===== src/rtl/keypad_scanner_if.sv =====
// Keypad pin and key-event bundle shared by the scanner and its consumer.
// The master side is the scanner: it reads the rows and drives the columns and key outputs.
interface keypad_scanner_if;
  logic [3:0] row;
  logic [3:0] col;
  logic [3:0] key_code;
  logic       key_valid;
  logic       key_down;

  modport master (input row, output col, key_code, key_valid, key_down);
  modport slave  (output row, input col, key_code, key_valid, key_down);
endinterface


===== src/rtl/keypad_scanner.sv =====
// 4x4 matrix keypad scanner: one active-low column per window, rows sampled at window end,
// presses and releases debounced over consecutive scans of a held column.
module keypad_scanner #(
  parameter int SCAN_DIV       = 100000,
  parameter int DEBOUNCE_SCANS = 4
) (
  input  logic              clk,
  input  logic              reset,
  keypad_scanner_if.master  bus
);

  localparam int DIV_W = $clog2(SCAN_DIV);
  localparam int CNT_W = $clog2(DEBOUNCE_SCANS + 1);
  localparam logic [DIV_W-1:0] DIV_LAST = DIV_W'(SCAN_DIV - 1);
  localparam logic [CNT_W-1:0] CNT_LAST = CNT_W'(DEBOUNCE_SCANS - 1);

  typedef enum logic [1:0] {ST_SCAN, ST_DEBOUNCE, ST_HELD} state_t;

  state_t           r_state, w_state_nxt;
  logic [3:0]       r_row_meta, r_row_sync;
  logic [DIV_W-1:0] r_div;
  logic [1:0]       r_col_idx, w_col_idx_nxt;
  logic [3:0]       r_col;
  logic [3:0]       r_cand, w_cand_nxt;
  logic [CNT_W-1:0] r_cnt, w_cnt_nxt;
  logic [3:0]       r_key_code, w_key_code_nxt;
  logic             r_key_valid, w_key_valid_nxt;
  logic             r_key_down, w_key_down_nxt;
  logic             w_tick;
  logic             w_any_low;
  logic [1:0]       w_row_idx;

  // NOTE: sequential state uses non-blocking assignments so every flop samples pre-edge values.
  always_ff @(posedge clk or posedge reset) begin
    if (reset) begin
      r_row_meta <= 4'b1111;
      r_row_sync <= 4'b1111;
      r_div      <= '0;
    end else begin
      r_row_meta <= bus.row;
      r_row_sync <= r_row_meta;
      r_div      <= w_tick ? '0 : r_div + DIV_W'(1);
    end
  end

  assign w_tick    = (r_div == DIV_LAST);
  assign w_any_low = ~&r_row_sync;

  // Descending scan so the lowest-indexed low row is the one left standing.
  always_comb begin
    w_row_idx = 2'd0;
    for (int i = 3; i >= 0; i--) begin
      if (!r_row_sync[i]) w_row_idx = 2'(i);
    end
  end

  always_ff @(posedge clk or posedge reset) begin
    if (reset) begin
      r_state     <= ST_SCAN;
      r_col_idx   <= 2'd0;
      r_col       <= 4'b1110;
      r_cand      <= 4'd0;
      r_cnt       <= '0;
      r_key_code  <= 4'd0;
      r_key_valid <= 1'b0;
      r_key_down  <= 1'b0;
    end else begin
      r_state     <= w_state_nxt;
      r_col_idx   <= w_col_idx_nxt;
      r_col       <= ~(4'b0001 << w_col_idx_nxt);
      r_cand      <= w_cand_nxt;
      r_cnt       <= w_cnt_nxt;
      r_key_code  <= w_key_code_nxt;
      r_key_valid <= w_key_valid_nxt;
      r_key_down  <= w_key_down_nxt;
    end
  end

  // NOTE: every next-state signal gets a default first so no latch can be inferred.
  always_comb begin
    w_state_nxt     = r_state;
    w_col_idx_nxt   = r_col_idx;
    w_cand_nxt      = r_cand;
    w_cnt_nxt       = r_cnt;
    w_key_code_nxt  = r_key_code;
    w_key_valid_nxt = 1'b0;
    w_key_down_nxt  = r_key_down;

    if (w_tick) begin
      unique case (r_state)
        ST_SCAN: begin
          if (w_any_low) begin
            if (DEBOUNCE_SCANS == 1) begin
              w_key_code_nxt  = {w_row_idx, r_col_idx};
              w_key_valid_nxt = 1'b1;
              w_key_down_nxt  = 1'b1;
              w_cnt_nxt       = '0;
              w_state_nxt     = ST_HELD;
            end else begin
              w_cand_nxt  = {w_row_idx, r_col_idx};
              w_cnt_nxt   = CNT_W'(1);
              w_state_nxt = ST_DEBOUNCE;
            end
          end else begin
            w_col_idx_nxt = r_col_idx + 2'd1;
          end
        end

        ST_DEBOUNCE: begin
          if (w_any_low && ({w_row_idx, r_col_idx} == r_cand)) begin
            if (r_cnt >= CNT_LAST) begin
              w_key_code_nxt  = r_cand;
              w_key_valid_nxt = 1'b1;
              w_key_down_nxt  = 1'b1;
              w_cnt_nxt       = '0;
              w_state_nxt     = ST_HELD;
            end else begin
              w_cnt_nxt = r_cnt + CNT_W'(1);
            end
          end else begin
            w_cnt_nxt     = '0;
            w_col_idx_nxt = r_col_idx + 2'd1;
            w_state_nxt   = ST_SCAN;
          end
        end

        ST_HELD: begin
          // Any low row in the held column, even a different key, keeps the press alive.
          if (w_any_low) begin
            w_cnt_nxt = '0;
          end else if (r_cnt >= CNT_LAST) begin
            w_key_down_nxt = 1'b0;
            w_cnt_nxt      = '0;
            w_col_idx_nxt  = r_col_idx + 2'd1;
            w_state_nxt    = ST_SCAN;
          end else begin
            w_cnt_nxt = r_cnt + CNT_W'(1);
          end
        end

        default: w_state_nxt = ST_SCAN;
      endcase
    end
  end

  assign bus.col       = r_col;
  assign bus.key_code  = r_key_code;
  assign bus.key_valid = r_key_valid;
  assign bus.key_down  = r_key_down;

endmodule

===== src/flat_wrapper.sv =====
// flat-port wrapper written by rule: the top's interface ports become plain ports
module keypad_scanner_flat 
#(
  parameter int SCAN_DIV       = 100000,
  parameter int DEBOUNCE_SCANS = 4
)
  (clk, reset, bus_row, bus_col, bus_key_code, bus_key_valid, bus_key_down);
  keypad_scanner_if bus_i ();
  input  logic clk;
  input  logic reset;
  input wire logic [$bits(bus_i.row)-1:0] bus_row;
  output wire logic [$bits(bus_i.col)-1:0] bus_col;
  output wire logic [$bits(bus_i.key_code)-1:0] bus_key_code;
  output wire logic [$bits(bus_i.key_valid)-1:0] bus_key_valid;
  output wire logic [$bits(bus_i.key_down)-1:0] bus_key_down;
  assign bus_i.row = bus_row;
  assign bus_col = bus_i.col;
  assign bus_key_code = bus_i.key_code;
  assign bus_key_valid = bus_i.key_valid;
  assign bus_key_down = bus_i.key_down;
  keypad_scanner #(.SCAN_DIV(SCAN_DIV), .DEBOUNCE_SCANS(DEBOUNCE_SCANS)) u_core (.clk(clk), .reset(reset), .bus(bus_i));
endmodule

===== config.mk =====
export PLATFORM = sky130hd
export DESIGN_NAME = keypad_scanner_flat
export DESIGN_NICKNAME = d
export VERILOG_FILES = /design/src/rtl/keypad_scanner_if.sv /design/src/rtl/keypad_scanner.sv /design/src/flat_wrapper.sv
export SDC_FILE = /design/constraint.sdc
export NUM_CORES = 1
export LEC_CHECK = 0
export ABC_CLOCK_PERIOD_IN_PS = 4500
export CAP_MARGIN = 20
export CORE_MARGIN = 2
export CORE_UTILIZATION = 62
export DETAILED_ROUTE_END_ITERATION = 16
export PLACE_DENSITY_LB_ADDON = 0.12
export SLEW_MARGIN = 20
export SYNTH_ARGS = -nofsm -noshare
export SYNTH_HDL_FRONTEND = slang
export SYNTH_SLANG_ARGS = --single-unit

===== constraint.sdc =====
create_clock -name clk -period 4.5 [get_ports clk]
set_input_delay 1.125 -clock clk [delete_from_list [all_inputs] [get_ports clk]]
set_output_delay 1.125 -clock clk [all_outputs]
set_load 0.01 [all_outputs]

==> key figures <==
Worst setup path
  – CP most frequent cell: ha_1
  – Largest stage delay, worst path: 0.48 ns
  – Setup crit end kind: flip-flop
  – Max FO, Critical Path: 5
  – Data required time of the worst path: 4.81 ns
  – CP Launch Type: flip-flop
  – CP Class: reg -> reg
  – CP arrival: 2.91 ns
  – Reg-to-reg setup timing slack: 1.90 ns
  – Slowest CP cell: a221oi_1
  – Crit path cell chain: ha_1 -> ha_1 -> a211oi_2 -> nor2_1 -> a221oi_1 -> a21oi_1 -> o211ai_1 -> or3b_1

Power and ir drop
  – Pint: 0.503 mW
  – Flop pwr share: 0.656
  – Static Leakage: 1.06 nW
  – P_sw: 0.142 mW
  – Clock power share: 0.313
  – Combinational Power Share: 0.031
  – Sw Share: 0.220
  – VDD IR max: 273 µV
  – Pwr/cell area: 263 nW/µm²

Timing
  – Normalized max-slew margin: 0.546
  – Minimum clock period: 2.60 ns
  – Clk_skew: 0.0151 ns
  – Worst Max-Slew Pin Slew: 0.676 ns
  – # setup viols final: 0
  – Post-route setup TNS: 0 ns
  – WHS: 0.362 ns
  – Fmax: 384 MHz
  – Final hold violations: 0
  – Slew Limit Fails: 0
  – RSZ-0062 raised after global routing: false
  – Final period utilization: 0.578

Synth
  – Synth top cells by count: dfrtp_1 (35), nand2_1 (17), nor2_1 (15), nand3_1 (13), xnor2_1 (13)
  – Ys flop type: dfrtp_1
  – Post-synthesis async set-or-reset flop share: 1.00
  – EDFF count, synth: 0
  – Synth area leader: dfrtp_1
  – Cell area after synthesis: 2190 µm²
  – Synth Warn #: 0
  – Ranking of synthesized cells by area: dfrtp_1 (40%), dfstp_2 (13%), xnor2_1 (5.2%)
  – Sequential area share after synthesis: 0.533
  – #FFs+latches synth: 46
  – Top cell type's share of synthesized area: 0.400
  – Post-Syn Nets: 212
  – Count leader, synth: dfrtp_1
  – Cell variety after synth: 40
  – Avg Synthesized Cell Area: 11.0 µm²
  – Cells after Synth: 199

Route
  – DRC: 0
  – Vias: 1559
  – WL/cell: 15.1 µm
  – DR vias/cell: 5.84
  – Final wirelength: 4030 µm
  – Antenna Nets Post-Route: 0
  – Pre-antenna DRT Iters: 5
  – DRT iter0 DRCs: 99

Die
  – Die Y: 63.4 µm
  – Die ar.: 4020 µm²
  – Die Wd: 63.4 µm
  – Row cnt: 21
  – Area of the core: 3360 µm²
  – Ports: 16
  – Initial Util: 0.650

Clocking
  – Post-CTS Setup Bufs: 0
  – H-tree depth: 2
  – Max clock buf depth: 2
  – Clock-pin slew on the worst setup and hold paths: 0.13 ns
  – Worst-Skew Late Latency: 0.37 ns
  – CTS Sinks: 46
  – Post-CTS Resized: 0
  – CTS Root Cell: clkbuf_4
  – CTS tree: yes
  – Hold-fix buffers, CTS: 0
  – Total CTS buffers: 5

Placed design
  – IO Port Bufs: 15
  – Gp weighted congestion: 0.822
  – Post-DP HPWL: 3060 µm
  – Cell Area, Placed: 2390 µm²
  – DP Cell Count: 259

Finish
  – Fillers: 266
  – Final Core Density: 0.730
  – Share of cells above drive strength 1: 0.118
  – ANT cells: 0
  – Final instance area: 2450 µm²
  – Final Non-Filler Cells: 267
  – Area grow syn2layout: 12.2%
  – Net count, final: 233

Global routing
  – Initial antenna violation count: 0
  – All-Layer GR Usage: 0.235
  – Vias in the first global route: 1568
  – First-pass GRT wire length: 7260 µm
  – Largest net degree at the start of global routing: 33
  – GRT Residual Overflow: 0

Run
  – Max-cap violations: 0

Run status
  – Outcome: complete, no violations

Hold path
  – Hold Path Class: reg -> reg
[placed cells by master (no fill, tap or decap), types with 2 or more instances in the layout]
cell             instances
a31oi_1                  2
a21oi_1                  7
nand4_1                  7
and3_1                   5
nand2_1                 17
o21ai_0                  2
xnor2_1                 13
dfstp_2                 11
mux2_1                   5
clkbuf_4                 5
o21ai_1                 11
dfrtp_1                 35
clkdlybuf4s50_1         15
nor3_1                   6
nor4_4                   2
nor2b_1                  3
nand3_1                 13
xor2_1                   5
ha_1                     7
nor2_1                  15
nand4b_1                 3
and4_1                   4
inv_1                    6
[cell families (layout without fill, tap and decap cells)]
kind of cell	Yosys count	in the layout	share of synthesized area
flops	46	46	0.533
simple gates	81	81	0.213
fa+ha+maj	7	7	0.0400
compound gates	33	33	0.100
xor+xnor	18	18	0.0721
buf+inv	9	31	0.0160
mux	5	5	0.0257
[final cells by class]
type,instances,area [µm²],share of cell area
sequential,46,1160,0.475
multi-input combinational,144,987,0.402
timing repair buffer,16,158,0.0643
tap,46,57.6,0.0235
clock buffer,7,55.1,0.0224
inverter,7,26.3,0.0107
clock inverter,1,5.00,0.00204
[power groups by stage]
stage / logic (mW) / registers, mW / clock network, mW
2_1_floorplan: 0.0122 / 0.429 / 0
3_3_place_gp: 0.0197 / 0.430 / 0
3_5_place_dp: 0.0205 / 0.430 / 0
4_1_cts: 0.0205 / 0.423 / 0.207
5_1_grt: 0.0232 / 0.423 / 0.226
6_report: 0.0199 / 0.423 / 0.202
[per-stage QoR]
| step | power [mW] | setup WS (ns) |
|---|---|---|
| global route | 0.673 | 1.72 |
| global placement | 0.450 | 2.02 |
| detailed placement | 0.451 | 1.90 |
| CTS | 0.650 | 1.87 |
| finish | 0.645 | 1.90 |
| floorplan | 0.442 | 2.19 |
[worst paths after layout]
path / start / to / cells after the start
setup / recovery: u_core.r_cnt[0] / u_core.bus.col[1] / 8
hold reg to reg: u_core.r_row_meta[2] / u_core.r_row_sync[2] / 0
min in group asynchronous: reset / u_core.r_cand[1] / 2
hold / removal: u_core.r_row_meta[2] / u_core.r_row_sync[2] / 0
setup reg to reg: u_core.r_cnt[0] / u_core.bus.col[1] / 8
max in group asynchronous: reset / u_core.r_row_meta[2] / 3
[sequential cells by signal (all words and copies together), names as in the netlist]
register	count
u_core.r_div	17
u_core.bus.col	4
u_core.bus.key_code	4
u_core.r_cand	4
u_core.r_row_meta	4
u_core.r_row_sync	4
u_core.r_cnt	3
u_core.r_col_idx	2
u_core.r_state	2
u_core.bus.key_down	1
u_core.bus.key_valid	1
[metal layers]
metal,track usage,part of all wire
met5,0,0
met4,0.0734,0.013
met3,0.0536,0.036
met2,0.392,0.50
met1,0.307,0.45
[worst max-delay path: cells and delay by family, from the launching register on]
family,cells,cell delay [ns]
AOI/OAI and AO/OA,4,1.21
DFF,1,0.46
adders and majority gates,2,0.43
and+or+nand+nor,2,0.43
(Power assumes the default switching activity.)
